`src/rtl/rm_pkg.sv`:
```
// Shared constants and types for the rm_* bus selector blocks.
// State encoding and the default bus width live here so every block agrees on them.
package rm_pkg;

  localparam int RM_BUS_W = 8;

  typedef enum logic {
    RM_MUX_IDLE = 1'b0,
    RM_MUX_FULL = 1'b1
  } rm_state_e;

  // Next channel index after v, wrapping at n.
  function automatic int rm_wrap_inc(input int v, input int n);
    return (v + 1) % n;
  endfunction

endpackage

```
`src/rtl/rm_rr_arbiter.sv`:
```
// Combinational rotating-priority arbiter: grants the first requesting channel
// found by searching cyclically upward from ptr.
module rm_rr_arbiter #(
  parameter  int CHANNELS = 4,
  localparam int SEL_W    = $clog2(CHANNELS)
) (
  input  logic [CHANNELS-1:0] req,
  input  logic [SEL_W-1:0]    ptr,
  output logic [SEL_W-1:0]    grant,
  output logic                any
);

  int idx;

  always_comb begin
    grant = '0;
    any   = 1'b0;
    idx   = 0;
    for (int k = 0; k < CHANNELS; k++) begin
      idx = (int'(ptr) + k) % CHANNELS;
      if (!any && req[idx]) begin
        any   = 1'b1;
        grant = SEL_W'(idx);
      end
    end
  end

endmodule

```
`src/rtl/rm_mux_reg.sv`:
```
// Registered N:1 bus selector with valid/ready per channel and a one-entry output register.
// Optional round-robin source selection is built when RM_MUX_RR_EN is defined.
//
// Handshake: a word moves on a rising edge where valid and ready are both high; ready
// never depends on the same channel's valid in fixed mode, and a held word stays put
// (unchanged) until y_valid && y_ready is seen with enable_n low.
module rm_mux_reg
  import rm_pkg::*;
#(
  parameter  int WIDTH    = RM_BUS_W,
  parameter  int CHANNELS = 4,
  localparam int SEL_W    = $clog2(CHANNELS)
) (
  input  logic                      clk,
  input  logic                      rst_n,
  input  logic                      enable_n,
  input  logic [SEL_W-1:0]          sel,
  input  logic [CHANNELS*WIDTH-1:0] in_data,
  input  logic [CHANNELS-1:0]       in_valid,
  output logic [CHANNELS-1:0]       in_ready,
  output logic [WIDTH-1:0]          y,
  output logic                      y_valid,
  input  logic                      y_ready,
  output logic [SEL_W-1:0]          y_chan
`ifdef RM_MUX_RR_EN
  ,
  input  logic                      rr_mode
`endif
);

  rm_state_e        state_q, state_d;
  logic [WIDTH-1:0] data_q;
  logic [SEL_W-1:0] chan_q;

  logic [SEL_W-1:0] src;
  logic             legal;
  logic             src_valid;
  logic [WIDTH-1:0] src_data;
  logic             slot_open;
  logic             acc;

`ifdef RM_MUX_RR_EN
  logic [SEL_W-1:0] rr_ptr_q;
  logic [SEL_W-1:0] rr_grant;
  logic             rr_any;

  rm_rr_arbiter #(.CHANNELS(CHANNELS)) u_rr_arbiter (
    .req   (in_valid),
    .ptr   (rr_ptr_q),
    .grant (rr_grant),
    .any   (rr_any)
  );

  always_comb begin
    src   = sel;
    legal = (int'(sel) < CHANNELS);
    if (rr_mode) begin
      src   = rr_grant;
      legal = rr_any;
    end
  end

  // Pointer only advances on transfers made in round-robin mode.
  always_ff @(posedge clk) begin
    if (!rst_n) begin
      rr_ptr_q <= '0;
    end else if (acc && rr_mode) begin
      rr_ptr_q <= SEL_W'(rm_wrap_inc(int'(src), CHANNELS));
    end
  end
`else
  always_comb begin
    src   = sel;
    legal = (int'(sel) < CHANNELS);
  end
`endif

  // Out-of-range indices match no channel, so they select nothing.
  always_comb begin
    src_valid = 1'b0;
    src_data  = '0;
    for (int i = 0; i < CHANNELS; i++) begin
      if (i == int'(src)) begin
        src_valid = in_valid[i];
        src_data  = in_data[i*WIDTH +: WIDTH];
      end
    end
  end

  assign slot_open = (state_q == RM_MUX_IDLE) || y_ready;
  assign acc       = rst_n && !enable_n && legal && src_valid && slot_open;

  always_comb begin
    in_ready = '0;
    for (int i = 0; i < CHANNELS; i++) begin
      in_ready[i] = rst_n && !enable_n && legal && slot_open && (i == int'(src));
    end
  end

  always_comb begin
    state_d = state_q;
    case (state_q)
      RM_MUX_IDLE: if (acc) state_d = RM_MUX_FULL;
      RM_MUX_FULL: begin
        if (acc)                       state_d = RM_MUX_FULL;
        else if (!enable_n && y_ready) state_d = RM_MUX_IDLE;
      end
      default: state_d = RM_MUX_IDLE;
    endcase
  end

  always_ff @(posedge clk) begin
    if (!rst_n) begin
      state_q <= RM_MUX_IDLE;
      data_q  <= '0;
      chan_q  <= '0;
    end else begin
      state_q <= state_d;
      if (acc) begin
        data_q <= src_data;
        chan_q <= src;
      end
    end
  end

  // Disabled outputs read as zero while the held word is preserved underneath.
  assign y_valid = (state_q == RM_MUX_FULL) && !enable_n;
  assign y       = y_valid ? data_q : '0;
  assign y_chan  = chan_q;

endmodule

```
`config.mk`:
```
export PLATFORM = sky130hd
export DESIGN_NAME = rm_mux_reg
export DESIGN_NICKNAME = d
export VERILOG_FILES = /design/src/rtl/rm_pkg.sv /design/src/rtl/rm_rr_arbiter.sv /design/src/rtl/rm_mux_reg.sv
export SDC_FILE = /design/constraint.sdc
export NUM_CORES = 1
export LEC_CHECK = 0
export ABC_AREA = 1
export ABC_CLOCK_PERIOD_IN_PS = 1300
export CAP_MARGIN = 0
export CORE_ASPECT_RATIO = 0.5
export CORE_MARGIN = 2
export CORE_UTILIZATION = 33
export DETAILED_ROUTE_END_ITERATION = 16
export MAX_ROUTING_LAYER = met4
export PLACE_DENSITY = 0.74
export SKIP_CTS_REPAIR_TIMING = 1
export SLEW_MARGIN = 20
export SYNTH_ARGS = -nofsm -noshare
export SYNTH_HDL_FRONTEND = slang
export SYNTH_HIERARCHICAL = 1
export SYNTH_SLANG_ARGS = --single-unit
```
`constraint.sdc`:
```
create_clock -name clk -period 1.3 [get_ports clk]
set_clock_uncertainty 0.1 [all_clocks]
set_input_delay 0.39 -clock clk [delete_from_list [all_inputs] [get_ports clk]]
set_output_delay 0.39 -clock clk [all_outputs]
set_load 0.01 [all_outputs]
```
==> out/metrics.csv <==
stage,metric,value,unit
routing,route.detailed.drc,0,
routing,dr_total_vias,1242,
placed_design,dpl-instance-area,0.00167,mm²
floorplanning,floorplan.die.width,78.1,µm
clocking,cts_made_buffers,3,
routing,drt-initial-drc-count,42,
power_and_ir_drop,p_int,0.834,mW
critical_path,worstSetupStartpoint,state_q,
critical_path,critical_path_class,reg2out,
clocking,cts_tree,built,
power_and_ir_drop,p_leak,0.922,nW
critical_path,worstReg2RegEnd,data_q[3],
yosys,synthTopCellsByCount,"nand2_1, nor2_1, inv_1",
routing,detail_route.vias_per_cell,4.60,
global_routing,largest_net_degree_at_the_start_of_global_routing,18,
timing,timing.final.crit_share,1.21,
timing,layout_setup_ws,-0.267,ns
finish,antenna_cells_inserted,0,
global_routing,grt_total_ovfl,0,
finish,areaGrowthSynthToFinish,106,%
global_routing,vias_in_the_first_global_route,900,
timing,unrepaired_setup_endpoints_after_global_routing,yes,
routing,routed_wire_length_per_instance,12.8,µm
yosys,net_count_synth,194,
power_and_ir_drop,pwr_density_cell,642,mW/mm²
yosys,ys.warnings.count,6,
routing,detail-route-antenna-nets,0,
clocking,clock_tree.root_cell,clkbuf_8,
finish,multi_input_comb_area,732,µm²
hold_path,timing.hold.worst.class,reg2reg,
critical_path,regToRegStartpoint,state_q,
critical_path,critical_path_arrival,1.08,ns
finish,post_layout_nonfiller_instances,270,
routing,dr.pass1.iters,4,
power_and_ir_drop,power.share.sequential,0.309,
floorplanning,design.die.area,0.00321,mm²
global_routing,grt_pass1_wl,4030,µm
power_and_ir_drop,post-layout-total-power,1.20,mW
yosys,synth-seq-cells,11,
yosys,synth.yosys.seq_area_share,0.243,
power_and_ir_drop,p_comb_frac,0.403,
placed_design,dpl.cell_count,263,
power_and_ir_drop,switching_fraction_of_total_power,0.305,
yosys,synth_top_area_cell,dfxtp_1,
critical_path,cpPeakStageDelay,0.34,ns
timing,fmaxAchievable,638,MHz
critical_path,crit_end_element,primary output,
run,cap_violations,0,
timing,final-hold-violation-count,0,
critical_path,cp-endpoint,y[4],
global_routing,grt_util_all_layers,0.170,
clocking,h_tree_level_count,1,
critical_path,cp_data_required_time,0.81,ns
power_and_ir_drop,vdd.ir_drop.worst,316,µV
timing,tightest_pin_transition,0.333,ns
finish,ff_latch_area,221,µm²
clocking,worst_skew_pair.late_latency,0.24,ns
placed_design,io_buffers,56,
critical_path,critical_path.slowest_cell,dfxtp_2,
timing,setup-violations-final,24,
finish,fin_area,0.00187,mm²
yosys,postSynthAreaPerCell,5.97,µm²
floorplanning,die_h,41.1,µm
yosys,synth_top_area_share,0.243,
floorplanning,num_rows,13,
critical_path,worstSetupStartpointType,flip-flop,
yosys,synth_edf_count,0,
timing,timing.final.max_slew_violations,0,
clocking,clkSlewWorstSetupHoldPaths,0.05,ns
yosys,postSynth.topFlopCell,dfxtp_1,
critical_path,path_cells,inv_2 > nor2_4 > inv_4 > nor2_2 > clkbuf_2,
floorplanning,ios,57,
critical_path,reg2regPathDepth,8,
floorplanning,core_area,0.00260,mm²
clocking,clock-sinks,11,
global_routing,initial_antenna_violation_count,0,
finish,finalCoreUtilization,0.719,
timing,fin_crit,1.57,ns
power_and_ir_drop,total_switching_power,0.367,mW
yosys,synth.distinct_cells,18,
critical_path,worst-path-max-fanout,8,
yosys,synth-async-reset-ratio,0,
yosys,synthesis.instances,152,
timing,maxSlewHeadroom,0.778,
routing,detail_route.wirelength,3460,µm
status,run_status,"complete, but fails checks",
placed_design,gp_congestion,0.763,
yosys,yosysMostFrequentCell,nand2_1,
finish,layout.filler_cells,199,
status,violations,setup timing,
power_and_ir_drop,clock_power_share,0.288,
placed_design,dp.final_hpwl,2240,µm
yosys,syn_area,907,µm²
finish,layout-drive-gt1-share,0.421,
clocking,cts_buffer_depth,2,
yosys,post_synth_main_area_contributors,"dfxtp_1, nand2_1, nor2_1, inv_1, nand3_1",
finish,fin_nets,276,
critical_path,reg2reg_setup_slack,-0.19,ns
floorplanning,floorplan.initialDensity,0.349,
-- placed cells by master (no fill, tap or decap), types with 7 or more instances in the layout --
cell / n
clkbuf_2: 7
inv_1: 14
nor2_2: 11
nor2_1: 17
nand2_1: 40
clkdlybuf4s50_1: 33
buf_6: 13
dfxtp_1: 10
buf_4: 16
-- layer usage --
metal  share of wire  wire, µm  vias up  track usage
li1                -         -      640            -
met1            0.41      1420      546        0.221
met2            0.51      1760       48        0.291
met3           0.056       194        8       0.0198
met4           0.024        83        0       0.0526
met5               0         0        -            -
-- sequential cells by signal (all words and copies together) (netlist names) --
register,count
data_q,8
state_q,1
y_chan,2
-- stage by stage --
stage,setup WS (ns),TNS [ns],hold WS (ns)
after floorplan,-0.0734,-0.745,0.355
after global placement,-1.01,-20.31,0.365
after detailed placement,-1.06,-21.00,0.383
after CTS,-1.06,-18.98,0.390
after global routing,-0.317,-5.69,0.407
final,-0.267,-4.32,0.387
-- power by group through the flow --
stage	combinational [mW]	clock, mW	sequential (mW)
2_1_floorplan	0.181	0	0.377
4_1_cts	0.408	0.351	0.370
3_3_place_gp	0.398	0	0.376
5_1_grt	0.522	0.367	0.373
3_5_place_dp	0.405	0	0.377
6_report	0.484	0.345	0.371
-- worst max-delay path, delay by kind of cell (launching register included) --
kind	cells	cell delay, ns
buf+inv	3	0.28
simple gates	2	0.21
flops	1	0.34
-- worst min-delay path by stage --
stage,startpoint,end,cells after the start
after detailed placement,data_q[0],data_q[0],2
after floorplan,data_q[0],data_q[0],2
after global placement,data_q[0],data_q[0],2
after global routing,sel[1],y_chan[1],4
after CTS,data_q[0],data_q[0],2
final,data_q[0],data_q[0],2
-- cells by family after synthesis --
logic type | synth area share
compound gates | 0.0497
buf+inv | 0.145
flops | 0.243
simple gates | 0.563
-- cell type report --
type                    instances  area share
clock buffers                   4      0.0241
inverters                      22      0.0508
multi-input cells             116       0.391
well taps                      37      0.0247
flip-flops and latches         11       0.118
repair buffers                 80       0.391
Note: power is estimated with default switching activity, not from simulation.
